--- config.mk ---
export PLATFORM = sky130hd
export DESIGN_NAME = uart_rx_deserializer_flat
export DESIGN_NICKNAME = d
export VERILOG_FILES = /design/src/rtl/uart_pkg.sv /design/src/rtl/uart_rx_deserializer_if.sv /design/src/rtl/uart_rx_sampler.sv /design/src/rtl/uart_rx_deserializer.sv /design/src/flat_wrapper.sv
export SDC_FILE = /design/constraint.sdc
export NUM_CORES = 1
export LEC_CHECK = 0
export BUFFER_PORTS_ARGS = -buffer_cell sky130_fd_sc_hd__buf_2
export CAP_MARGIN = 20
export CORE_ASPECT_RATIO = 1.25
export CORE_MARGIN = 5
export CORE_UTILIZATION = 60
export DETAILED_ROUTE_END_ITERATION = 10
export PLACE_DENSITY = 0.81
export SLEW_MARGIN = 30
export SYNTH_ARGS = -nofsm -noshare
export SYNTH_HDL_FRONTEND = slang
export SYNTH_HIERARCHICAL = 1
export SYNTH_SLANG_ARGS = --single-unit
--- constraint.sdc ---
create_clock -name clk -period 4 [get_ports clk]
set_clock_uncertainty 0.1 [all_clocks]
set_input_delay 1 -clock clk [delete_from_list [all_inputs] [get_ports clk]]
set_output_delay 1 -clock clk [all_outputs]
set_load 0.05 [all_outputs]
--- src/rtl/uart_pkg.sv ---
// Shared UART definitions: FSM state encoding, parity selectors and helper functions.
// The parity helper is shared with the TX serializer.
package uart_pkg;

    typedef enum logic [2:0] {
        ST_IDLE   = 3'd0,
        ST_START  = 3'd1,
        ST_DATA   = 3'd2,
        ST_PARITY = 3'd3,
        ST_STOP   = 3'd4
    } uart_state_e;

    localparam logic PAR_EVEN = 1'b0;
    localparam logic PAR_ODD  = 1'b1;

    // Widest payload the parity helper accepts; narrower words are zero-extended.
    localparam int PAR_MAX_W = 64;

    function automatic logic expected_parity(input logic [PAR_MAX_W-1:0] data,
                                             input logic                 par_typ);
        return (^data) ^ par_typ;
    endfunction

    function automatic logic majority3(input logic a, input logic b, input logic c);
        return (a & b) | (a & c) | (b & c);
    endfunction

endpackage

--- src/rtl/uart_rx_deserializer_if.sv ---
// Bundle between the RX line/controller side (master) and the deserializer (slave).
interface uart_rx_deserializer_if #(
    parameter int DATA_WIDTH = 8
);
    logic                  rx_in;
    logic                  par_en;
    logic                  par_typ;
    logic [DATA_WIDTH-1:0] p_data;
    logic                  data_valid;
    logic                  par_err;
    logic                  stp_err;
    logic                  busy;

    modport master (
        output rx_in, par_en, par_typ,
        input  p_data, data_valid, par_err, stp_err, busy
    );

    modport slave (
        input  rx_in, par_en, par_typ,
        output p_data, data_valid, par_err, stp_err, busy
    );
endinterface

--- src/rtl/uart_rx_sampler.sv ---
// Two-flop synchronizer plus bit decision; UART_RX_MAJORITY_EN selects a 3-tick
// majority vote decided at tick OVERSAMPLE/2+1 instead of a single sample at OVERSAMPLE/2.
module uart_rx_sampler
    import uart_pkg::*;
#(
    parameter int OVERSAMPLE = 16,
    parameter int TICK_W     = $clog2(OVERSAMPLE)
) (
    input  logic              clk,
    input  logic              rst,
    input  logic              rx_i,
    input  logic [TICK_W-1:0] tick_i,
    output logic              rx_s_o,
    output logic              bit_o,
    output logic              stb_o
);
    localparam int D = OVERSAMPLE / 2;

    logic [1:0] sync_q, sync_d;

    assign sync_d = {sync_q[0], rx_i};
    assign rx_s_o = sync_q[1];

    always_ff @(posedge clk) begin
        if (rst) sync_q <= 2'b11;
        else     sync_q <= sync_d;
    end

`ifdef UART_RX_MAJORITY_EN
    // hist_q[1] holds rx_s from tick D-1 and hist_q[0] from tick D when tick_i == D+1.
    logic [1:0] hist_q, hist_d;

    assign hist_d = {hist_q[0], rx_s_o};
    assign bit_o  = majority3(hist_q[1], hist_q[0], rx_s_o);
    assign stb_o  = (tick_i == TICK_W'(D + 1));

    always_ff @(posedge clk) begin
        if (rst) hist_q <= 2'b11;
        else     hist_q <= hist_d;
    end
`else
    assign bit_o = rx_s_o;
    assign stb_o = (tick_i == TICK_W'(D));
`endif

endmodule

--- src/rtl/uart_rx_deserializer.sv ---
// UART receiver: start detect, mid-bit sampling, LSB-first reassembly, parity/stop check.
// Build option UART_RX_MAJORITY_EN moves every bit decision one tick later (3-sample vote).
module uart_rx_deserializer
    import uart_pkg::*;
#(
    parameter int DATA_WIDTH = 8,
    parameter int OVERSAMPLE = 16
) (
    input logic                   clk,
    input logic                   rst,
    uart_rx_deserializer_if.slave bus
);
    localparam int TICK_W = $clog2(OVERSAMPLE);
    localparam int CNT_W  = $clog2(DATA_WIDTH + 1);

    localparam logic [2:0] IDLE   = ST_IDLE;
    localparam logic [2:0] START  = ST_START;
    localparam logic [2:0] DATA   = ST_DATA;
    localparam logic [2:0] PARITY = ST_PARITY;
    localparam logic [2:0] STOP   = ST_STOP;

    localparam logic [TICK_W-1:0] TICK_LAST = TICK_W'(OVERSAMPLE - 1);
    localparam logic [CNT_W-1:0]  BIT_LAST  = CNT_W'(DATA_WIDTH - 1);

    logic [2:0]            state_q, state_d;
    logic [TICK_W-1:0]     tick_q, tick_d;
    logic [CNT_W-1:0]      bit_cnt_q, bit_cnt_d;
    logic [DATA_WIDTH-1:0] shift_q, shift_d;
    logic [DATA_WIDTH:0]   shift_ext;
    logic                  par_en_q, par_en_d;
    logic                  par_typ_q, par_typ_d;
    logic                  par_bad_q, par_bad_d;
    logic [DATA_WIDTH-1:0] p_data_q, p_data_d;
    logic                  valid_q, valid_d;
    logic                  par_err_q, par_err_d;
    logic                  stp_err_q, stp_err_d;

    logic rx_s, bit_val, bit_stb;

    uart_rx_sampler #(
        .OVERSAMPLE (OVERSAMPLE),
        .TICK_W     (TICK_W)
    ) u_sampler (
        .clk    (clk),
        .rst    (rst),
        .rx_i   (bus.rx_in),
        .tick_i (tick_q),
        .rx_s_o (rx_s),
        .bit_o  (bit_val),
        .stb_o  (bit_stb)
    );

    assign shift_ext = {bit_val, shift_q};

    always_comb begin
        state_d   = state_q;
        tick_d    = (tick_q == TICK_LAST) ? '0 : tick_q + TICK_W'(1);
        bit_cnt_d = bit_cnt_q;
        shift_d   = shift_q;
        par_en_d  = par_en_q;
        par_typ_d = par_typ_q;
        par_bad_d = par_bad_q;
        p_data_d  = p_data_q;
        valid_d   = 1'b0;
        par_err_d = 1'b0;
        stp_err_d = 1'b0;

        case (state_q)
            IDLE: begin
                // The detect cycle is tick 0 of the start bit, so counting resumes at 1.
                tick_d = '0;
                if (!rx_s) begin
                    state_d   = START;
                    tick_d    = TICK_W'(1);
                    par_en_d  = bus.par_en;
                    par_typ_d = bus.par_typ;
                    par_bad_d = 1'b0;
                end
            end
            START: begin
                if (bit_stb && bit_val) begin
                    state_d = IDLE;
                end else if (tick_q == TICK_LAST) begin
                    state_d   = DATA;
                    bit_cnt_d = '0;
                end
            end
            DATA: begin
                if (bit_stb) shift_d = shift_ext[DATA_WIDTH:1];
                if (tick_q == TICK_LAST) begin
                    if (bit_cnt_q == BIT_LAST) state_d = par_en_q ? PARITY : STOP;
                    else                       bit_cnt_d = bit_cnt_q + CNT_W'(1);
                end
            end
            PARITY: begin
                if (bit_stb)
                    par_bad_d = (bit_val != expected_parity(PAR_MAX_W'(shift_q), par_typ_q));
                if (tick_q == TICK_LAST) state_d = STOP;
            end
            STOP: begin
                // Leave half a bit early so a back-to-back start edge is not missed.
                if (bit_stb) begin
                    state_d = IDLE;
                    if (!bit_val || par_bad_q) begin
                        stp_err_d = !bit_val;
                        par_err_d = par_bad_q;
                    end else begin
                        p_data_d = shift_q;
                        valid_d  = 1'b1;
                    end
                end
            end
            default: state_d = IDLE;
        endcase
    end

    always_ff @(posedge clk) begin
        if (rst) begin
            state_q   <= IDLE;
            tick_q    <= '0;
            bit_cnt_q <= '0;
            shift_q   <= '0;
            par_en_q  <= 1'b0;
            par_typ_q <= PAR_EVEN;
            par_bad_q <= 1'b0;
            p_data_q  <= '0;
            valid_q   <= 1'b0;
            par_err_q <= 1'b0;
            stp_err_q <= 1'b0;
        end else begin
            state_q   <= state_d;
            tick_q    <= tick_d;
            bit_cnt_q <= bit_cnt_d;
            shift_q   <= shift_d;
            par_en_q  <= par_en_d;
            par_typ_q <= par_typ_d;
            par_bad_q <= par_bad_d;
            p_data_q  <= p_data_d;
            valid_q   <= valid_d;
            par_err_q <= par_err_d;
            stp_err_q <= stp_err_d;
        end
    end

    assign bus.p_data     = p_data_q;
    assign bus.data_valid = valid_q;
    assign bus.par_err    = par_err_q;
    assign bus.stp_err    = stp_err_q;
    assign bus.busy       = (state_q != IDLE);

endmodule

--- src/flat_wrapper.sv ---
// flat-port wrapper written by rule: the top's interface ports become plain ports
module uart_rx_deserializer_flat import uart_pkg::*;
#(
    parameter int DATA_WIDTH = 8,
    parameter int OVERSAMPLE = 16
)
  (clk, rst, bus_rx_in, bus_par_en, bus_par_typ, bus_p_data, bus_data_valid, bus_par_err, bus_stp_err, bus_busy);
  uart_rx_deserializer_if #(.DATA_WIDTH(DATA_WIDTH)) bus_i ();
  input logic clk;
  input logic rst;
  input wire logic [$bits(bus_i.rx_in)-1:0] bus_rx_in;
  input wire logic [$bits(bus_i.par_en)-1:0] bus_par_en;
  input wire logic [$bits(bus_i.par_typ)-1:0] bus_par_typ;
  output wire logic [$bits(bus_i.p_data)-1:0] bus_p_data;
  output wire logic [$bits(bus_i.data_valid)-1:0] bus_data_valid;
  output wire logic [$bits(bus_i.par_err)-1:0] bus_par_err;
  output wire logic [$bits(bus_i.stp_err)-1:0] bus_stp_err;
  output wire logic [$bits(bus_i.busy)-1:0] bus_busy;
  assign bus_i.rx_in = bus_rx_in;
  assign bus_i.par_en = bus_par_en;
  assign bus_i.par_typ = bus_par_typ;
  assign bus_p_data = bus_i.p_data;
  assign bus_data_valid = bus_i.data_valid;
  assign bus_par_err = bus_i.par_err;
  assign bus_stp_err = bus_i.stp_err;
  assign bus_busy = bus_i.busy;
  uart_rx_deserializer #(.DATA_WIDTH(DATA_WIDTH), .OVERSAMPLE(OVERSAMPLE)) u_core (.clk(clk), .rst(rst), .bus(bus_i));
endmodule
**After elaboration in Yosys (flattened, before gate mapping)**

Index checks and enable logic that the tools add are counted.
W data, S select, Z words.

- Output and inout port bits: 12
- ROM bits: 0
- Word-level logic and storage cells: 74
- Input port bits: 5
- Memories: 0
- Latch bits: 0
- Bits in writable memories: 0
- Register bits: 35

- Multipliers: 0
- $lt $le $gt $ge: 0
- Equal/unequal tests: 18
- Divide/modulo/power cells: 0
- Shift operators: 0
- Bitwise logic cells: 5
- Add/subtract/negate cells: 2
- Reduce and logical (&&, ||, !) cells: 16
- Multiplexer cells: 21

Operator list:

| cell | count |
|---|---|
| $reduce_xor A64 Y1 | 1 |
| $mux W3 | 8 |
| $mux W4 | 6 |
| $pmux W3 S5 | 1 |
| $ne A2 B1 Y1 const B | 6 |
| $add A4 B1 Y4 const B | 2 |
| $eq A4 B4 Y1 const B | 2 |
| $pmux W4 S2 | 1 |
| $eq A3 B2 Y1 const B | 2 |
| $ne A2 B2 Y1 const B | 3 |
| $reduce_and A3 Y1 | 2 |
| $reduce_and A6 Y1 | 1 |
| $reduce_and A5 Y1 | 1 |
| $eq A4 B3 Y1 const B | 1 |
| $mux W1 | 4 |
| $not A1 Y1 | 4 |
| $reduce_and A2 Y1 | 2 |
| $reduce_bool A2 Y1 | 2 |
| $reduce_or A4 Y1 | 1 |
| $eq A3 B1 Y1 const B | 1 |
| $eq A3 B3 Y1 const B | 1 |
| $logic_not A3 Y1 | 1 |
| $ne A3 B1 Y1 const B | 1 |
| $reduce_bool A3 Y1 | 1 |
| other kinds (7) | 7 |

**Longest topological paths before layout**

- Depth after elaboration: 5
- Mapped depth: 6
- Gate-level depth less buffers: 5

**Cells and area by module**

The synthesis kept the hierarchy.

Modules (own cells, without submodules):

| module | sequential area each (sq um) | cells each | times used | area an instance (sq um) |
|---|---|---|---|---|
| uart_rx_deserializer | 660.6 | 164 | 1 | 1492.7 |
| uart_rx_sampler | 40.0 | 6 | 1 | 75.1 |

**Least setup slack after synthesis**

No wires, ideal clock.

- Path type: register to output
- Start point: reg u_core.state_q[2]
- End point: out bus_busy
- Cell stages (with the launch flop): 4
- Data arrival time: 1.190 ns
- Buffers on the path: 1
- Path slack: 1.710 ns
- Data required time: 2.900 ns
- Cell sequence: dfxtp_1 -> buf_2 -> nor3_1 -> inv_1

- Longest elaborated chain between the ends: 1

Ends and longest elaborated chain:

| element | RTL line | RTL |
|---|---|---|
| from (decl) | uart_rx_deserializer.sv:25 | `logic [2:0] state_q, state_d;` |
| from (signal assigned) | uart_rx_deserializer.sv:131 | `state_q <= state_d;` |
| $reduce_bool A3 Y1 | uart_rx_deserializer.sv:149 | `assign bus.busy = (state_q != IDLE);` |
| to (decl) | flat_wrapper.sv:18 | `output wire logic [$bits(bus_i.busy)-1:0] bus_busy;` |

No other way between the ends.

**Worst setup path after layout**

Ends and elaborated chain as after synthesis.

==> results by group <==
Min path
  • Worst hold endpoint: u_core/u_sampler/sync_q[1]
  • Hold path start: u_core/u_sampler/sync_q[0]
  • Worst Hold Depth: 1
  • Hold Path Class: reg -> reg

Finish
  • Post-route cell area: 1717 sq um
  • Layout area overhead: 9.497%
  • Antenna diode count: 0
  • Nets: 193
  • Fillcell total: 199
  • Most common cell after layout, fill and taps aside: dfxtp_1
  • Share of cells above drive strength 1: 0.1711
  • Commonest non-fill, non-tap cells in the layout: 35 x dfxtp_1, 21 x nand2_1, 17 x a21oi_1
  • Non-Filler Instances: 220

Logic synthesis
  • Synth unique cells: 43
  • Async SR Flop Fraction: 0
  • Register area share after synthesis: 0.4469
  • Synth Net Count: 177
  • Prevailing post-synth register cell: dfxtp_1
  • Syn. warnings: 6
  • Mapped cell area: 1568 sq um
  • Post-synth EDFFs: 0
  • Syn_area_per_cell: 9.222 sq um
  • Mapped Cells: 170
  • Synth Register Bits: 35

Worst setup path
  • Critical path depth: 3
  • R2R Path Start: u_core/tick_q[3]
  • Critical Setup Path Class: reg -> out
  • Slowest cell delay on critical path: 0.51 ns
  • Startpoint types: flip-flop
  • R2R cell count: 5
  • CP Data Required Time: 2.90 ns
  • Reg-to-Reg End: u_core/bus.p_data[3]
  • Crit path max-delay family: simple AND/OR/NAND/NOR gates
  • Slowest CP cell: nor3_1
  • Worst-path cell chain: nor3_1 > inv_1 > buf_2
  • Buffers & Inverters on Critical Path: 2
  • Setup crit end kind: output port
  • Data arrival, critical path: 1.62 ns
  • Worst reg-to-reg setup slack: 1.60 ns
  • Crit-path max FO: 14

Clock network
  • CTS root buffer: clkbuf_4
  • Bufs on Longest Clock Path: 2
  • Post-cts gate resize count: 0
  • TritonCTS Buffers: 5
  • Post-cts hold buffer count: 0
  • H-tree depth: 2
  • Sink Count: 35
  • Worst-Skew Late Latency: 0.33 ns
  • Postcts setup bufs: 0
  • Clk slew on worst S/H paths: 0.10 ns
  • CTS tree: done

Timing
  • RSZ-0062 raised after global routing: no
  • Final setup violation count: 0
  • Minimum clock period: 2.717 ns
  • Crit share post-route: 0.6793
  • Final Hold Fails: 0
  • Max Fclk: 368.0 MHz
  • Final TNS setup: 0 ns
  • Max_slew headroom: 0.5258
  • Worst slew pin tran: 0.7095 ns
  • Final WS setup: 1.283 ns
  • Slew Viols, Final: 0

Placement
  • Final Wtd Congestion: 0.7799
  • Placed cell areas: 1644 sq um
  • PortBufs: 16
  • Place WS: 1.635 ns
  • Cell Count Post-Placement: 212
  • Post-DP HPWL: 2268 um

Power and ir drop
  • LEAKAGE: 0.6769 nW
  • Combinational power share: 0.041
  • Worst IR Drop VDD: 0.0002563 V
  • Sw Ratio: 0.2225
  • Total internal power: 0.4638 mW
  • Clock Power Share: 0.364
  • Net Switching: 0.1327 mW
  • Sequential Power Share: 0.595
  • Pwr per Cell Area: 347.5 nW/um^2

Floorplanning
  • Starting Density: 0.6328
  • Die width: 55.72 um
  • Die Area: 3742 sq um
  • Chip height: 67.15 um
  • Row count: 20
  • # IOs: 17
  • Core area: 2477 sq um

Global routing
  • Initial antenna violation count: 0
  • Overflow after GRT: 0
  • Global-route wire length before repair: 5595 um
  • Largest net degree at the start of global routing: 33
  • Total track usage: 0.1915
  • Vias in the first global route: 1,270

Drt
  • Post-DRT Antenna Nets: 0
  • Total Wirelength: 3223 um
  • Drc violations: 0
  • Via count: 1,253
  • DRT iter0 DRCs: 45
  • Vias/cell: 5.695
  • DRT Pass-1 Iters: 4
  • Wire per inst: 14.65 um

Run
  • # Max-Cap Violations: 0

Run status
  • Outcome: complete, no violations
-- worst max-delay path by stage --
stage | start | to | slack [ns]
after floorplan | u_core/state_q[2] | bus_busy | 1.71
after CTS | u_core/state_q[2] | bus_busy | 1.25
final | u_core/state_q[2] | bus_busy | 1.28
after global placement | u_core/state_q[2] | bus_busy | 1.68
after detailed placement | u_core/state_q[2] | bus_busy | 1.64
after global routing | u_core/state_q[2] | bus_busy | 1.09
-- sequential cells by signal, summed over array words and instances, names as in the netlist --
| register | flops |
|---|---|
| u_core/par_en_q | 1 |
| u_core/bus.data_valid | 1 |
| u_core/bit_cnt_q | 4 |
| u_core/u_sampler/sync_q | 2 |
| u_core/state_q | 3 |
| u_core/par_typ_q | 1 |
| u_core/shift_q | 8 |
| u_core/tick_q | 4 |
| u_core/bus.par_err | 1 |
| u_core/bus.stp_err | 1 |
| u_core/par_bad_q | 1 |
| u_core/bus.p_data | 8 |
-- power by group through the flow --
stage	Sequential, mW	Clock [mW]	Combinational, mW
3_3_place_gp	0.363	0	0.0238
4_1_cts	0.355	0.226	0.0245
3_5_place_dp	0.363	0	0.0243
5_1_grt	0.356	0.244	0.0272
6_report	0.355	0.217	0.0244
2_1_floorplan	0.362	0	0.0204
-- stage by stage --
step | hold slack, ns | power [mW] | utilization
after floorplan | 0.2895 | 0.3823 | -
after global placement | 0.2915 | 0.3866 | 0.6636
after detailed placement | 0.2997 | 0.3875 | 0.6636
after CTS | 0.3243 | 0.6057 | 0.6929
after global routing | 0.3426 | 0.6268 | 0.6929
final | 0.3203 | 0.5965 | 0.6929
-- synthesized netlist by cell type (3+ instances only) --
cell / n / area [sq um]
a21oi_1: 17 / 85.08
nor3_1: 3 / 15.01
nand4b_1: 4 / 35.03
clkbuf_1: 3 / 11.26
dfxtp_1: 35 / 700.7
inv_1: 4 / 15.01
o21ai_0: 6 / 30.03
mux2i_1: 8 / 80.08
nor2_1: 14 / 52.55
nand3_1: 5 / 25.02
and2_1: 3 / 18.77
nand2_1: 21 / 78.83
xnor2_1: 7 / 61.31
nand2b_1: 4 / 25.02
-- per-layer routing --
layer / GRT usage / routed length (um) / up-vias
li1: - / - / 628
met1: 0.1914 / 1296 / 593
met2: 0.3683 / 1736 / 26
met3: 0.05354 / 130 / 6
met4: 0.08815 / 61 / 0
met5: 0 / 0 / -
-- final cells by class --
type	count	area, sq um	share of cell area
multi-input combinational	124	807.0	0.4701
timing repair buffer	16	80.08	0.04665
clock inverter	1	7.507	0.004373
inverter	4	15.01	0.008746
sequential	35	700.7	0.4082
tap	33	41.29	0.02405
clock buffer	7	65.06	0.03790
-- logic make-up after synthesis --
family,Yosys count,share of synthesized area
AOI/OAI and AO/OA,33,0.1333
adders and majority gates,2,0.01596
DFF,35,0.4469
muxes,8,0.05108
buffers and inverters,11,0.03830
and+or+nand+nor,72,0.2554
xor gates and xnor gates,9,0.05906
No activity file was read; power rests on OpenSTA's default activity.
